--- config.mk ---
export PLATFORM = sky130hd
export DESIGN_NAME = fifo_index_arb
export DESIGN_NICKNAME = d
export VERILOG_FILES = /design/src/rtl/fifo_index_arb_pkg.sv /design/src/rtl/fifo_index_rr_pick.sv /design/src/rtl/fifo_index_arb.sv
export SDC_FILE = /design/constraint.sdc
export NUM_CORES = 1
export LEC_CHECK = 0
export ABC_AREA = 1
export CAP_MARGIN = 10
export CELL_PAD_IN_SITES_DETAIL_PLACEMENT = 0
export CELL_PAD_IN_SITES_GLOBAL_PLACEMENT = 1
export CORE_MARGIN = 2
export CORE_UTILIZATION = 33
export DETAILED_ROUTE_END_ITERATION = 10
export GPL_ROUTABILITY_DRIVEN = 0
export PLACE_DENSITY = 0.85
export SYNTH_ARGS = -nofsm -noshare
export SYNTH_HDL_FRONTEND = slang
export SYNTH_SLANG_ARGS = --single-unit
--- constraint.sdc ---
create_clock -name clk -period 5.4 [get_ports clk]
set_input_delay 1.08 -clock clk [delete_from_list [all_inputs] [get_ports clk]]
set_output_delay 1.08 -clock clk [all_outputs]
set_load 0.05 [all_outputs]
--- src/rtl/fifo_index_arb_pkg.sv ---
// -----------------------------------------------------------------------------
// fifo_index_arb_pkg
// Shared definitions for the FIFO index arbiter:
//   - arb_state_t  : controller state encoding (RUN = 0, DRAIN = 1)
//   - clog2_min1   : ceil(log2(value)), never less than 1
//   - rr_idx_width : width of a round-robin producer index
// -----------------------------------------------------------------------------
package fifo_index_arb_pkg;

  typedef enum logic {
    RUN   = 1'b0,
    DRAIN = 1'b1
  } arb_state_t;

  // Constant function: smallest w >= 1 with 2**w >= value.
  function automatic int clog2_min1(input int value);
    int w;
    w = 0;
    while ((1 << w) < value) w++;
    return (w < 1) ? 1 : w;
  endfunction

  function automatic int rr_idx_width(input int n);
    return clog2_min1(n);
  endfunction

endpackage

--- src/rtl/fifo_index_rr_pick.sv ---
// -----------------------------------------------------------------------------
// fifo_index_rr_pick
// Combinational round-robin picker. Starting at rr_ptr and wrapping, returns
// the first index whose valid_req bit is set.
// Ports:
//   valid_req  in  num_req : producers with a live, nonzero request
//   rr_ptr     in  idx_w   : highest-priority index this cycle
//   pick_idx   out idx_w   : first valid index at or after rr_ptr
//   pick_valid out 1       : any valid request found
// -----------------------------------------------------------------------------
module fifo_index_rr_pick
  import fifo_index_arb_pkg::*;
#(
  parameter  int num_req = 4,
  localparam int idx_w   = rr_idx_width(num_req)
) (
  input  logic [num_req-1:0] valid_req,
  input  logic [idx_w-1:0]   rr_ptr,
  output logic [idx_w-1:0]   pick_idx,
  output logic               pick_valid
);

  always_comb begin
    int j;
    // NOTE: every combinational output gets a default before any branch, so
    // no path leaves a value unassigned and no latch is inferred.
    j          = 0;
    pick_idx   = '0;
    pick_valid = 1'b0;
    for (int k = 0; k < num_req; k++) begin
      // rr_ptr never exceeds num_req-1, so one conditional wrap suffices.
      j = int'(rr_ptr) + k;
      if (j >= num_req) j = j - num_req;
      if (!pick_valid && valid_req[j]) begin
        pick_valid = 1'b1;
        pick_idx   = idx_w'(j);
      end
    end
  end

endmodule

--- src/rtl/fifo_index_arb.sv ---
// -----------------------------------------------------------------------------
// fifo_index_arb
// Sequences a shared FIFO index between num_req producers and one consumer.
// Grants at most one multi-entry push and one multi-entry pop per cycle, never
// letting occupancy leave 0..depth. A flush request drains the FIFO with
// maximal pops before normal service resumes.
// Ports:
//   clk        in  1                    : rising-edge clock
//   reset      in  1                    : asynchronous active-high reset
//   req        in  num_req              : per-producer push request
//   req_cnt    in  num_req*push_width   : producer i count at [i*push_width +: push_width]
//   pop_req    in  pop_width            : requested pop count (0 = none)
//   flush      in  1                    : drain request (level, sampled)
//   grant      out num_req              : one-hot push grant (registered)
//   push       out push_width           : granted push count (registered)
//   pop        out pop_width            : granted pop count (registered)
//   cnt        out cnt_reg_width        : occupancy after the registered push/pop
//   full       out 1                    : cnt == depth
//   empty      out 1                    : cnt == 0
//   flush_done out 1                    : one-cycle pulse when a drain completes
// -----------------------------------------------------------------------------
module fifo_index_arb
  import fifo_index_arb_pkg::*;
#(
  parameter  int depth                 = 16,
  parameter  int push_width            = 2,
  parameter  int pop_width             = 2,
  parameter  int num_req               = 4,
  parameter  int simultaneous_push_pop = 1,
  localparam int cnt_reg_width         = clog2_min1(depth + 1)
) (
  input  logic                             clk,
  input  logic                             reset,
  input  logic [num_req-1:0]               req,
  input  logic [num_req*push_width-1:0]    req_cnt,
  input  logic [pop_width-1:0]             pop_req,
  input  logic                             flush,
  output logic [num_req-1:0]               grant,
  output logic [push_width-1:0]            push,
  output logic [pop_width-1:0]             pop,
  output logic [cnt_reg_width-1:0]         cnt,
  output logic                             full,
  output logic                             empty,
  output logic                             flush_done
);

  localparam int rr_w = rr_idx_width(num_req);

  // Arithmetic width wide enough for cnt - pop + push without wrap.
  localparam int max_w  = (cnt_reg_width > push_width)
                          ? ((cnt_reg_width > pop_width) ? cnt_reg_width : pop_width)
                          : ((push_width > pop_width) ? push_width : pop_width);
  localparam int calc_w = max_w + 1;

  localparam logic [calc_w-1:0] depth_c   = calc_w'(depth);
  localparam logic [calc_w-1:0] pop_max_c = calc_w'((1 << pop_width) - 1);

  // Registered state
  arb_state_t                 state_q, state_d;
  logic [rr_w-1:0]            rr_q, rr_d;
  logic [num_req-1:0]         grant_q, grant_d;
  logic [push_width-1:0]      push_q, push_d;
  logic [pop_width-1:0]       pop_q, pop_d;
  logic [cnt_reg_width-1:0]   cnt_q, cnt_d;
  logic                       done_q, done_d;

  // Candidate selection
  logic [num_req-1:0]         valid_req;
  logic [rr_w-1:0]            pick_idx;
  logic                       pick_valid;
  logic [push_width-1:0]      cand_cnt;

  // Decision arithmetic
  logic [calc_w-1:0]          cnt_w, cand_w, pop_req_w, pop_calc, push_calc;
  logic                       fit;

  // A zero-count request is treated exactly like no request.
  always_comb begin
    valid_req = '0;
    for (int i = 0; i < num_req; i++)
      valid_req[i] = req[i] && (req_cnt[i*push_width +: push_width] != '0);
  end

  fifo_index_rr_pick #(
    .num_req (num_req)
  ) u_pick (
    .valid_req  (valid_req),
    .rr_ptr     (rr_q),
    .pick_idx   (pick_idx),
    .pick_valid (pick_valid)
  );

  always_comb begin
    cand_cnt = '0;
    for (int i = 0; i < num_req; i++)
      if (int'(pick_idx) == i) cand_cnt = req_cnt[i*push_width +: push_width];
  end

  assign cnt_w     = calc_w'(cnt_q);
  assign cand_w    = calc_w'(cand_cnt);
  assign pop_req_w = calc_w'(pop_req);

  always_comb begin
    state_d   = state_q;
    rr_d      = rr_q;
    grant_d   = '0;
    done_d    = 1'b0;
    pop_calc  = '0;
    push_calc = '0;
    fit       = 1'b0;

    unique case (state_q)
      RUN: begin
        if (flush) begin
          // A sampled flush pre-empts service: nothing is granted on the
          // edge that enters DRAIN.
          state_d = DRAIN;
        end else begin
          // Oversized pops are refused, never truncated.
          if (pop_req_w <= cnt_w) pop_calc = pop_req_w;

          // Only the first round-robin candidate is considered; if it does
          // not fit, it blocks everyone behind it so it cannot starve.
          if (pick_valid) begin
            if (simultaneous_push_pop != 0)
              fit = (cnt_w - pop_calc + cand_w) <= depth_c;
            else
              fit = (pop_calc == '0) && ((cnt_w + cand_w) <= depth_c);

            if (fit) begin
              push_calc = cand_w;
              for (int i = 0; i < num_req; i++)
                grant_d[i] = (int'(pick_idx) == i);
              rr_d = (int'(pick_idx) == num_req - 1) ? '0 : pick_idx + rr_w'(1);
            end
          end
        end
      end

      DRAIN: begin
        pop_calc = (cnt_w < pop_max_c) ? cnt_w : pop_max_c;
        // Leaves when this pop empties the FIFO (also covers entry at cnt 0).
        if (cnt_w == pop_calc) begin
          state_d = RUN;
          done_d  = 1'b1;
        end
      end
    endcase

    pop_d  = pop_calc[pop_width-1:0];
    push_d = push_calc[push_width-1:0];
    cnt_d  = cnt_reg_width'(cnt_w + push_calc - pop_calc);
  end

  // NOTE: sequential state uses non-blocking assignments so every register
  // samples the pre-edge values, independent of statement order.
  always_ff @(posedge clk or posedge reset) begin
    if (reset) begin
      state_q <= RUN;
      rr_q    <= '0;
      grant_q <= '0;
      push_q  <= '0;
      pop_q   <= '0;
      cnt_q   <= '0;
      done_q  <= 1'b0;
    end else begin
      state_q <= state_d;
      rr_q    <= rr_d;
      grant_q <= grant_d;
      push_q  <= push_d;
      pop_q   <= pop_d;
      cnt_q   <= cnt_d;
      done_q  <= done_d;
    end
  end

  assign grant      = grant_q;
  assign push       = push_q;
  assign pop        = pop_q;
  assign cnt        = cnt_q;
  assign flush_done = done_q;
  assign full       = (cnt_q == cnt_reg_width'(depth));
  assign empty      = (cnt_q == '0);

endmodule

==> flow_summary.json <==
{
  "status": "complete, but fails checks",
  "failed_checks": "negative setup slack",
  "diodes": 0,
  "slew_violations": 0,
  "crit_path_max_incr_delay_ps": 560,
  "arrival_ps": 5730,
  "crit_fanout": 5,
  "pin_count": 33,
  "crit_path_top_delay_cell": "fa_1",
  "grt_pass1_wl_mm": 7.42,
  "setup_viol": 4,
  "place_area_mm2": 0.00244,
  "clkTransAtPathRegs_ps": 60,
  "worst_slack_ps": -187,
  "htree_levels": 1,
  "core_mm2": 0.00472,
  "cp-start-kind": "primary input",
  "wl_per_cell_um": 12.1,
  "grt_max_degree": 18,
  "start_util_pct": 34.0,
  "drt-pass1-iter-count": 4,
  "relSlewSlack_pct": 57.1,
  "crit_required_ps": 5540,
  "rsz0062_at_grt": "true",
  "synthTopCellsByArea": "dfrtp_1, ha_1, nand2_1, inv_1, nand3_1",
  "ys_seq_area_share_pct": 26.5,
  "crit_type": "primary input to flip-flop",
  "drtIter0Drc": 92,
  "postSynthAreaPerCell_um2": 7.40,
  "layout-drive-gt1-share_pct": 45.5,
  "ant_nets": 0,
  "wirelength_mm": 4.42,
  "synth_cells": 217,
  "area_growth_pct": 73.1,
  "dp_hpwl_mm": 3.36,
  "synth_area_mm2": 0.00161,
  "worstSetupEndpointType": "flip-flop",
  "post-route-period-util_pct": 103,
  "synth_nets": 259,
  "fin_crit_ps": 5590,
  "tritoncts": "yes",
  "yosys_warnings": 0,
  "dr_total_vias": 1686,
  "grt_antenna_before_repair": 0,
  "numPortBuffers": 32,
  "viasPerCell": 4.61,
  "grt_overflow": 0,
  "nNetsFinal": 342,
  "worstMarginPinSlew_ps": 643,
  "finalHoldViolCount": 0,
  "cts-root-buf": "clkbuf_8",
  "clock_sinks": 17,
  "cpMostUsedCell": "nand3_2",
  "skew_ps": 1.05,
  "drc": 0,
  "grt_use_total_pct": 17.3,
  "dieArea_mm2": 0.00544,
  "clkLatencyLatePin_ps": 250,
  "hold_class": "flip-flop to flip-flop",
  "yosys.area.top_type": "dfrtp_1",
  "rows": 25,
  "ctsLongestPathBuffers": 2,
  "synth_top_cell_area_share_pct": 26.5,
  "die_h_um": 73.8,
  "die_w_um": 73.8,
  "synth-seq-cells": 17,
  "cts_buffers": 3,
  "drv_cap": 0,
  "yosysUniqueCellTypes": 26,
  "final_area_mm2": 0.00278,
  "grt_pass1_vias": 1678,
  "post-route-util_pct": 58.9,
  "fmax_ghz": 0.179
}
[what timing repair did]
action	CTS	global route
endpoints found under the setup margin	5	4
gates resized for setup	62	35
buffers inserted	9	6
pin swaps	34	29
hold buffers	0	0
[routing by layer]
metal / track usage [%] / wire, um
met1: 19.5 / 1780
met4: 1.62 / 50
met3: 3.02 / 158
met2: 34.2 / 2420
met5: 0 / 0
[cell usage after synthesis]
cell / n
a21oi_1: 7
nand3_2: 2
o211ai_1: 1
inv_1: 38
o21ai_2: 2
xor2_1: 4
nor2_2: 1
nand4_4: 1
a22oi_1: 1
a31oi_1: 1
nor2_1: 18
nand2_4: 1
nand4_1: 3
o21ai_0: 9
o31ai_1: 1
or2_2: 1
a21oi_2: 1
fa_1: 4
nand2_1: 45
nand2_2: 4
nand3_4: 1
dfrtp_1: 17
buf_4: 1
nand3_1: 28
inv_2: 4
ha_1: 21
[cell type report]
type                       instances  area, um^2
clock buffer                       3        41.3
clock inverter                     1        5.00
tap                               67        83.8
multi-input combinational        157        1350
fill                             414        1940
sequential                        17         425
inverter                          42         203
timing repair buffer              79         672
[state kept, by name, indices dropped and copies added (netlist names)]
name,flops
cnt,5
flush_done,1
grant,4
pop,2
push,2
rr_q,2
state_q,1
[layout by cell type (no fill, tap or decap), types with 9 or more instances in the layout]
cell type,count
nand2_1,33
ha_1,14
nor2_1,17
buf_4,45
nand3_1,11
inv_2,11
inv_1,24
dfrtp_1,17
nand3_4,9
clkdlybuf4s50_1,20
nand2_2,10
nand3_2,11
[logic make-up (layout without fill, tap and decap cells)]
family | Yosys count | count (layout) | synth area share (%)
and+or+nand+nor | 105 | 105 | 31.3
buffers and inverters | 43 | 125 | 10.3
adders and majority gates | 25 | 25 | 21.3
AOI/OAI and AO/OA | 23 | 23 | 8.41
DFF | 17 | 17 | 26.5
xor gates and xnor gates | 4 | 4 | 2.18
[per-stage QoR]
step	setup TNS (ps)	hold slack [ps]	std cells	worst slack [ps]
after floorplan	-185	553	217	-152
after global routing	-1300	636	366	-384
after CTS	-364	578	362	-162
after global placement	-3530	552	349	-924
after detailed placement	-3920	560	349	-1020
final	-518	577	366	-187
[worst paths after layout]
| path | cells after the start | end | start | slack, ps |
|---|---|---|---|---|
| worst max-delay path | 30 | cnt[4] | req_cnt[5] | -190 |
| worst min-delay path | 2 | rr_q[0] | rr_q[0] | 580 |
| worst max register to register | 30 | cnt[4] | rr_q[0] | 150 |
| worst min register to register | 2 | rr_q[0] | rr_q[0] | 580 |
| max in group asynchronous | 2 | cnt[4] | reset | 3760 |
| min in group asynchronous | 2 | rr_q[1] | reset | 1230 |
[worst max-delay path, delay by kind of cell]
family,cells,cell delay [ps]
simple gates,12,1160
fa+ha+maj,5,2030
xor+xnor,1,140
buf+inv,7,590
compound gates,5,710
Power is not shown: default switching activity piles up to over one toggle a cycle in this logic, so the estimate is an artifact.
